--- src/rtl/rv_pkg.sv ---
// Shared constants for the rv_core instruction-fetch front end.
package rv_pkg;

  localparam int unsigned XLEN    = 64;
  localparam int unsigned ILEN    = 32;
  localparam int unsigned PC_STEP = 4;

  localparam logic [ILEN-1:0] BUBBLE_INSTR = '0;

endpackage

--- src/rtl/rv_sync_fifo.sv ---
// Generic circular-buffer FIFO with occupancy count and synchronous flush.
module rv_sync_fifo #(
  parameter int unsigned WIDTH = 96,
  parameter int unsigned DEPTH = 4
) (
  input  logic                       clk,
  input  logic                       rstn,
  input  logic                       i_flush,
  input  logic                       i_wr,
  input  logic [WIDTH-1:0]           i_wdata,
  input  logic                       i_rd,
  output logic [WIDTH-1:0]           o_rdata,
  output logic [$clog2(DEPTH):0]     o_count,
  output logic                       o_empty
);

  localparam int unsigned AW = $clog2(DEPTH);
  localparam int unsigned CW = AW + 1;

  logic [WIDTH-1:0] r_mem [DEPTH];
  logic [AW-1:0]    r_wr_ptr;
  logic [AW-1:0]    r_rd_ptr;
  logic [CW-1:0]    r_count;
  logic             w_full;
  logic             w_wr_en;
  logic             w_rd_en;

  assign w_full  = (r_count == CW'(DEPTH));
  assign o_empty = (r_count == '0);
  assign w_wr_en = i_wr & ~w_full;
  assign w_rd_en = i_rd & ~o_empty;
  assign o_rdata = r_mem[r_rd_ptr];
  assign o_count = r_count;

  always_ff @(posedge clk) begin
    if (w_wr_en) begin
      r_mem[r_wr_ptr] <= i_wdata;
    end
  end

  // Pointers wrap naturally because DEPTH is a power of two.
  always_ff @(posedge clk or negedge rstn) begin
    if (!rstn) begin
      r_wr_ptr <= '0;
      r_rd_ptr <= '0;
      r_count  <= '0;
    end else if (i_flush) begin
      r_wr_ptr <= '0;
      r_rd_ptr <= '0;
      r_count  <= '0;
    end else begin
      if (w_wr_en) r_wr_ptr <= r_wr_ptr + AW'(1);
      if (w_rd_en) r_rd_ptr <= r_rd_ptr + AW'(1);
      r_count <= r_count + CW'(w_wr_en) - CW'(w_rd_en);
    end
  end

endmodule

--- src/rtl/rv_fetch_queue.sv ---
// In-order instruction fetch front end: issues imem requests under a credit limit,
// queues {pc, instr} responses and discards responses made stale by a redirect.
module rv_fetch_queue
  import rv_pkg::*;
#(
  parameter int unsigned     XLEN     = rv_pkg::XLEN,
  parameter int unsigned     DEPTH    = 4,
  parameter int unsigned     MAX_OUT  = 4,
  parameter logic [XLEN-1:0] RESET_PC = '0
) (
  input  logic             clk,
  input  logic             rstn,
  input  logic             redirect_i,
  input  logic [XLEN-1:0]  redirect_pc_i,
  output logic             imem_req_o,
  output logic [XLEN-1:0]  imem_addr_o,
  input  logic             imem_gnt_i,
  input  logic             imem_rvalid_i,
  input  logic [ILEN-1:0]  imem_rdata_i,
  output logic             instr_valid_o,
  output logic [ILEN-1:0]  instr_o,
  output logic [XLEN-1:0]  pc_o,
  input  logic             instr_ready_i
);

  localparam int unsigned OW = $clog2(MAX_OUT) + 1;
  localparam int unsigned QW = $clog2(DEPTH) + 1;
  localparam int unsigned SW = QW + OW;

  logic [XLEN-1:0]      r_fetch_pc;
  logic [XLEN-1:0]      r_resp_pc;
  logic [OW-1:0]        r_out_cnt;
  logic [OW-1:0]        r_drop_cnt;

  logic [QW-1:0]        w_q_cnt;
  logic                 w_empty;
  logic [XLEN+ILEN-1:0] w_rdata;
  logic [SW-1:0]        w_used;
  logic                 w_req;
  logic                 w_fire;
  logic                 w_drop;
  logic                 w_push;
  logic                 w_pop;
  logic [XLEN-1:0]      w_redir_pc;

  // Live credits: queued entries plus in-flight requests that will still be kept.
  assign w_used     = SW'(w_q_cnt) + SW'(r_out_cnt) - SW'(r_drop_cnt);
  assign w_req      = rstn & ~redirect_i & (w_used < SW'(DEPTH)) & (r_out_cnt < OW'(MAX_OUT));
  assign w_fire     = w_req & imem_gnt_i;
  assign w_drop     = imem_rvalid_i & (r_drop_cnt != '0);
  assign w_push     = imem_rvalid_i & ~w_drop & ~redirect_i;
  assign w_pop      = ~w_empty & instr_ready_i & ~redirect_i;
  assign w_redir_pc = redirect_pc_i & ~XLEN'(3);

  always_ff @(posedge clk or negedge rstn) begin
    if (!rstn) begin
      r_fetch_pc <= RESET_PC;
      r_resp_pc  <= RESET_PC;
      r_out_cnt  <= '0;
      r_drop_cnt <= '0;
    end else begin
      r_out_cnt <= r_out_cnt + OW'(w_fire) - OW'(imem_rvalid_i);
      if (redirect_i) begin
        r_fetch_pc <= w_redir_pc;
        r_resp_pc  <= w_redir_pc;
        r_drop_cnt <= r_out_cnt - OW'(imem_rvalid_i);
      end else begin
        if (w_fire) r_fetch_pc <= r_fetch_pc + XLEN'(PC_STEP);
        if (w_push) r_resp_pc  <= r_resp_pc + XLEN'(PC_STEP);
        if (w_drop) r_drop_cnt <= r_drop_cnt - OW'(1);
      end
    end
  end

  rv_sync_fifo #(
    .WIDTH (XLEN + ILEN),
    .DEPTH (DEPTH)
  ) u_fifo (
    .clk     (clk),
    .rstn    (rstn),
    .i_flush (redirect_i),
    .i_wr    (w_push),
    .i_wdata ({r_resp_pc, imem_rdata_i}),
    .i_rd    (w_pop),
    .o_rdata (w_rdata),
    .o_count (w_q_cnt),
    .o_empty (w_empty)
  );

  assign imem_req_o    = w_req;
  assign imem_addr_o   = r_fetch_pc;
  assign instr_valid_o = ~w_empty;
  assign instr_o       = w_empty ? BUBBLE_INSTR : w_rdata[ILEN-1:0];
  assign pc_o          = w_empty ? '0 : w_rdata[XLEN+ILEN-1:ILEN];

endmodule

--- config.mk ---
export PLATFORM = sky130hd
export DESIGN_NAME = rv_fetch_queue
export DESIGN_NICKNAME = d
export VERILOG_FILES = /design/src/rtl/rv_pkg.sv /design/src/rtl/rv_sync_fifo.sv /design/src/rtl/rv_fetch_queue.sv
export SDC_FILE = /design/constraint.sdc
export NUM_CORES = 1
export LEC_CHECK = 0
export CAP_MARGIN = 20
export CORE_ASPECT_RATIO = 1.75
export CORE_MARGIN = 4
export CORE_UTILIZATION = 50
export DETAILED_ROUTE_END_ITERATION = 16
export DONT_BUFFER_PORTS = 1
export GPL_TIMING_DRIVEN = 1
export PLACE_DENSITY_LB_ADDON = 0.3
export SETUP_SLACK_MARGIN = 0.4
export SKIP_LAST_GASP = 1
export SLEW_MARGIN = 15
export SYNTH_ARGS = -nofsm -noshare
export SYNTH_HDL_FRONTEND = slang
export SYNTH_SLANG_ARGS = --single-unit
--- constraint.sdc ---
create_clock -name clk -period 7.1 [get_ports clk]
set_input_delay 1.065 -clock clk [delete_from_list [all_inputs] [get_ports clk]]
set_output_delay 1.065 -clock clk [all_outputs]
set_load 0.05 [all_outputs]
==> results of run 1 <==
## synth_stat cells, drive strengths merged, types with 6 or more instances
master	count	share of area, %
nor3	24	0.52
a21oi	9	0.20
nand2b	14	0.38
a31oi	33	0.90
xnor2	32	1.2
o31ai	26	0.85
mux2	11	0.54
clkbuf	59	0.97
xor2	21	0.80
ha	17	0.93
nand3	67	1.5
mux4	94	9.2
nand2	84	1.4
inv	38	0.62
edfxtp	376	49
o211ai	12	0.39
nor2b	6	0.16
dfrtp	137	15
and3	21	0.57
buf	22	0.48
or4	34	1.1
and2	109	3.0
and4	9	0.34
o21ai	31	0.68
o311ai	7	0.27
nand4	49	1.3
a21o	8	0.26
mux2i	18	0.79
o31a	25	0.96
nor4	42	1.3
or3	18	0.54
a21boi	13	0.43
nor2	59	0.97
## power groups by stage
stage                     Clock [mW]  Combinational (mW)  Sequential [mW]
final                           2.54                2.61             3.82
after floorplan                    0                2.31             3.74
after global routing            2.71                2.78             3.86
after detailed placement           0                2.64             3.89
after CTS                       2.59                2.65             3.83
after global placement             0                2.60             3.87
## cell type report
class | instances | area share (%)
Sequential cell | 513 | 58.71
Multi-Input combinational cell | 946 | 30.94
Clock buffer | 55 | 5.143
Tap cell | 577 | 2.878
Clock inverter | 30 | 1.033
Timing Repair Buffer | 21 | 0.7283
Inverter | 38 | 0.5736
## per-layer routing
layer,global-route usage [%],vias up,routed length (µm)
li1,-,6136,-
met1,27.85,7031,21080
met2,38.31,501,28650
met3,4.905,128,3906
met4,8.941,0,2296
met5,0,-,0
## cell families (layout without fill, tap and decap cells)
group	after synthesis	count (layout)	synth area share, %
adder cells (fa/ha/maj)	21	21	1.279
multiplexers	123	123	10.57
XOR/XNOR	53	53	2.027
other	1	4	0.01638
flip-flops	513	513	64.28
AND/OR/NAND/NOR	556	556	13.88
buffers and inverters	119	144	2.065
AO/OA/AOI/OAI	189	189	5.885
## registers in the layout, summed over array words and instances, names as in the netlist
register / flops
u_fifo.r_mem: 376
imem_addr_o: 62
r_resp_pc: 62
r_drop_cnt: 3
r_out_cnt: 3
u_fifo.o_count: 3
u_fifo.r_rd_ptr: 2
u_fifo.r_wr_ptr: 2
## worst max path at each step
| stage | startpoint | end | slack, ns | depth (start not counted) |
|---|---|---|---|---|
| floorplan | r_out_cnt[1] | imem_req_o | 2.52 | 8 |
| global placement | r_out_cnt[1] | imem_req_o | 3.18 | 9 |
| detailed placement | redirect_i | u_fifo.r_mem[0][16] | 3.22 | 4 |
| CTS | r_out_cnt[1] | imem_req_o | 2.59 | 9 |
| global route | r_out_cnt[1] | imem_req_o | 2.45 | 9 |
| finish | r_out_cnt[1] | imem_req_o | 2.66 | 9 |
## worst max-delay path: stages (launching register included)
cell and delay (ns):
dfrtp_1 0.37, inv_1 0.12, fa_1 0.55, inv_1 0.05, ha_1 0.27, and3b_1 0.20
nor4_4 0.66, nor2_1 0.13, nor4b_2 0.24, buf_4 0.24
==> results.cfg, run 1 <==
[worst_hold_path]
hold_path_class = primary input to async pin

[finish]
fin_util_pct = 55.45
fin_area_um2 = 25080
multi_input_area_um2 = 7760
drive_gt1_share_pct = 14.22
area_delta_synth_final_pct = 9.540
final_common_cell = edfxtp_1
antenna_cells = 0
layout_common_cells = edfxtp_1 (376), dfrtp_1 (135), and2_1 (105)
nets = 1689
fill_cells = 3610
final-seq-area_um2 = 14730
layoutNonFillerInstCount = 2180

[route]
drt_iter0_drc = 1080
vias = 13800
via_per_inst = 6.328
drc = 0
first_pass_iters = 5
detail-route-antenna-nets = 0
wl_um = 55930
avgRoutedWirePerCell_um = 25.66

[grt]
grtUsageTotal_pct = 22.48
grt_overflow = 0
grt_pass1_wl_um = 86680
first_global_vias = 14450
antenna_found_initial = 1
grt_max_degree = 140

[floorplanning]
die_width_um = 169.8
io-pin-count = 264
core-area_um2 = 45230
die_area_um2 = 49420
rows = 103
dieHeight_um = 291.1
initial_utilization_pct = 50.62

[power]
clockPowerShare_pct = 28.3
power_leakage_nw = 8.203
p_int_mw = 5.530
power_mw = 8.970
p_sw_mw = 3.440
pwr-share-comb_pct = 29.1
swShare_pct = 38.35
powerDensity_nw_per_um2 = 357.6
vdd_drop_max_uv = 214.4
seqPwrFrac_pct = 42.6

[logic_synthesis]
syn_area_um2 = 22900
synth_cell_type_count = 65
yosysWarnings = 0
synth_ff_type = edfxtp_1
synth_edf_count = 376
ys_ff_latch = 513
ys_seq_area_share_pct = 64.28
avgSynthCellArea_um2 = 14.54
synth_cells = 1575
synthArstFlopShare_pct = 26.71

[worst_setup_path]
r2r_end = imem_addr_o[58]
critPathLaunchType = flip-flop
crit_required_ns = 6.03
critPathMaxFanout = 8
r2r-start = imem_addr_o[29]
worstRegToRegCells = 5
cp.arrival_ns = 3.38
reg2reg_slack_ns = 3.29
endpoint_kind = output port
crit_type = flip-flop to output port

[cts]
h-tree-depth = 2
cts_setup_buffers = 0
cts-root-buf = clkbuf_16
holdBufCountCts = 0
numClockSinks = 513
cts_buffers = 46
cts_resized = 0
insertion_delay_ns = 0.56
clk_path_buf_depth = 3
clk_pin_slew_worst_paths_ns = 0.07
cts_tree = yes

[timing]
final.period_utilization_pct = 62.56
hold_viol = 0
drv_slew = 0
fmax_ghz = 0.2251
hold-worst-slack_ns = 0.1970
worstMarginPinSlew_ns = 1.208
rsz0062_at_grt = no
period_minus_slack_ns = 4.442
maxSlewHeadroom_pct = 18.72
fin_tns_setup_ns = 0
setup_viol_count_final = 0
setup_ws_ns = 2.658
skew_ns = 0.01616

[outcome]
status = complete, no violations

[placement]
io_buffers = 0
dpl_cell_area_um2 = 23500
post-place-cells = 2093
post-place-ws_ns = 3.219
hpwlAfterDp_um = 37160
gp_congestion = 0.9064

[flow_run]
maxCapViolCount = 0
No activity file was read; power rests on OpenSTA's default activity.
==> run 2: changes to the inputs <==
- clock period: 7.1 -> 4.1 ns (I/O delays scaled with it)
==> run 2 against run 1 <==
- the run now ends with negative hold slack left
- global-route usage fell by 0.42 points
- non-clock buffer count up 32
- final area grew 1.2%
- final cell count up 1.5%
- count of clock-buffer cells in the layout is 2 higher
- largest cell class unchanged
- largest power group unchanged
==> results.cfg, run 2 (synthesis results as in run 1) <==
[floorplanning]
core-area_um2 = 45230
initial_utilization_pct = 50.62
die_area_um2 = 49420
rows = 103
dieHeight_um = 291.1
die_width_um = 169.8
io-pin-count = 264

[worst_setup_path]
cp.arrival_ns = 2.98
path_common_cell = buf_4
critPathLaunchType = flip-flop
path_cells = inv_2, fa_1, inv_1, ha_1, and3b_2, o211a_1, buf_4, nor2_1, nor4b_2, buf_4
crit_type = flip-flop to output port
r2r-start = r_out_cnt[1]
reg2reg_slack_ns = 0.77
critPathMaxStageDelay_ns = 0.53
r2r_end = r_out_cnt[2]
worstRegToRegCells = 16
cp-startpoint = r_out_cnt[1]
crit_required_ns = 3.48
critPathMaxFanout = 7
endpoint_kind = output port
slowest_stage = fa_1

[outcome]
violations = negative hold slack
status = complete, but fails checks

[power]
powerDensity_nw_per_um2 = 618.7
power_leakage_nw = 8.366
vdd_drop_max_uv = 405.8

[timing]
period_minus_slack_ns = 3.592
hold_viol = 1
worstMarginPinSlew_ns = 1.072
skew_ns = 0.01248
fmax_ghz = 0.2784
final.period_utilization_pct = 87.61
maxSlewHeadroom_pct = 27.88
fin_tns_setup_ns = 0
drv_slew = 0
hold-worst-slack_ns = -0.00007561
rsz0062_at_grt = no
setup_viol_count_final = 0

[finish]
layout_common_cells = edfxtp_1 (376), dfrtp_1 (135), and2_1 (105)
final_common_cell = edfxtp_1
drive_gt1_share_pct = 15.96
area_delta_synth_final_pct = 10.89
antenna_cells = 0
nets = 1721
top_register = u_fifo.r_mem
largest_reg_flops = 376
layoutNonFillerInstCount = 2212
fill_cells = 3539

[grt]
antenna_found_initial = 0
grt_pass1_wl_um = 84860
grtUsageTotal_pct = 22.06
grt_max_degree = 138
grt_overflow = 0
first_global_vias = 14240

[flow_run]
maxCapViolCount = 0

[cts]
cts_tree = yes
clk_pin_slew_worst_paths_ns = 0.07
h-tree-depth = 2
clk_path_buf_depth = 3
cts_buffers = 46
cts-root-buf = clkbuf_16
insertion_delay_ns = 0.55
numClockSinks = 513

[route]
first_pass_iters = 5
avgRoutedWirePerCell_um = 24.78
drt_iter0_drc = 893
detail-route-antenna-nets = 0
drc = 0
wl_um = 54820
vias = 13820
via_per_inst = 6.249

[placement]
io_buffers = 0
post-place-cells = 2121
hpwlAfterDp_um = 37430
gp_congestion = 0.9033

[worst_hold_path]
hold_path_class = primary input to async pin
run 2: changes by cell type in the layout (fill, tap and decap cells not counted), sizes merged:
cell,delta
clkinv,-6
inv,-2
clkinvlp,+4
bufinv,+2
clkbuf,+2
buf,+32
run 2: worst max path at each step:
stage | endpoint | cells after the start | slack [ns]
global route | imem_req_o | 10 | 0.40
CTS | imem_req_o | 10 | 0.40
finish | imem_req_o | 10 | 0.51
floorplan | r_out_cnt[2] | 17 | 0.42
global placement | r_out_cnt[2] | 14 | 0.81
detailed placement | r_out_cnt[2] | 14 | 0.76
run 2: critical path: cells and delay by family (launching register included):
family	cells	cell delay, ns
AOI/OAI and AO/OA	1	0.16
adders and majority gates	2	0.78
buffers and inverters	4	0.55
DFF	1	0.37
and+or+nand+nor	3	0.56
run 2: final cells by class:
class / instances / area (µm²) / share of cell area, %
Inverter: 38 / 143.9 / 0.5666
Multi-Input combinational cell: 946 / 7757 / 30.55
Sequential cell: 513 / 14730 / 57.99
Clock buffer: 57 / 1266 / 4.986
Clock inverter: 28 / 282.8 / 1.114
Tap cell: 577 / 721.9 / 2.843
Timing Repair Buffer: 53 / 494.2 / 1.946
run 2: timing repair:
item                       4_1_cts  5_1_grt
buffers inserted                 4        1
hold buffers                     1        0
setup endpoints to repair        1        1
pin swaps                        2        1
hold endpoints to repair       137        0
gates resized for setup          2        0
run 2: where the power goes:
part	leakage [nW]	internal [mW]	switching [mW]
Combinational	2.63	1.33	3.54
Sequential	4.98	5.90	0.534
Clock	0.748	2.52	1.89
Total	8.37	9.75	5.96
run 2: per-layer routing:
layer | vias to the layer above | GRT usage [%] | part of all wire [%]
met5 | - | 0 | 0
met4 | 0 | 8.666 | 3.9
met3 | 107 | 4.429 | 7.1
met2 | 517 | 37.47 | 51
met1 | 6977 | 27.77 | 38
li1 | 6222 | - | -
run 2: through the flow:
| step | total power, mW | util (%) | instance area [µm²] | setup slack, ns | hold WS [ns] |
|---|---|---|---|---|---|
| after CTS | 15.91 | 56.12 | 25390 | 0.4047 | 0.05486 |
| after global placement | 11.30 | 52.55 | 23770 | 0.8083 | 0.3232 |
| after detailed placement | 11.39 | 52.56 | 23780 | 0.7603 | 0.3218 |
| after global routing | 16.37 | 56.14 | 25390 | 0.3988 | 0.07160 |
| final | 15.71 | 56.14 | 25390 | 0.5080 | -0.00007561 |
| after floorplan | 10.48 | - | 22940 | 0.4205 | 0.3194 |
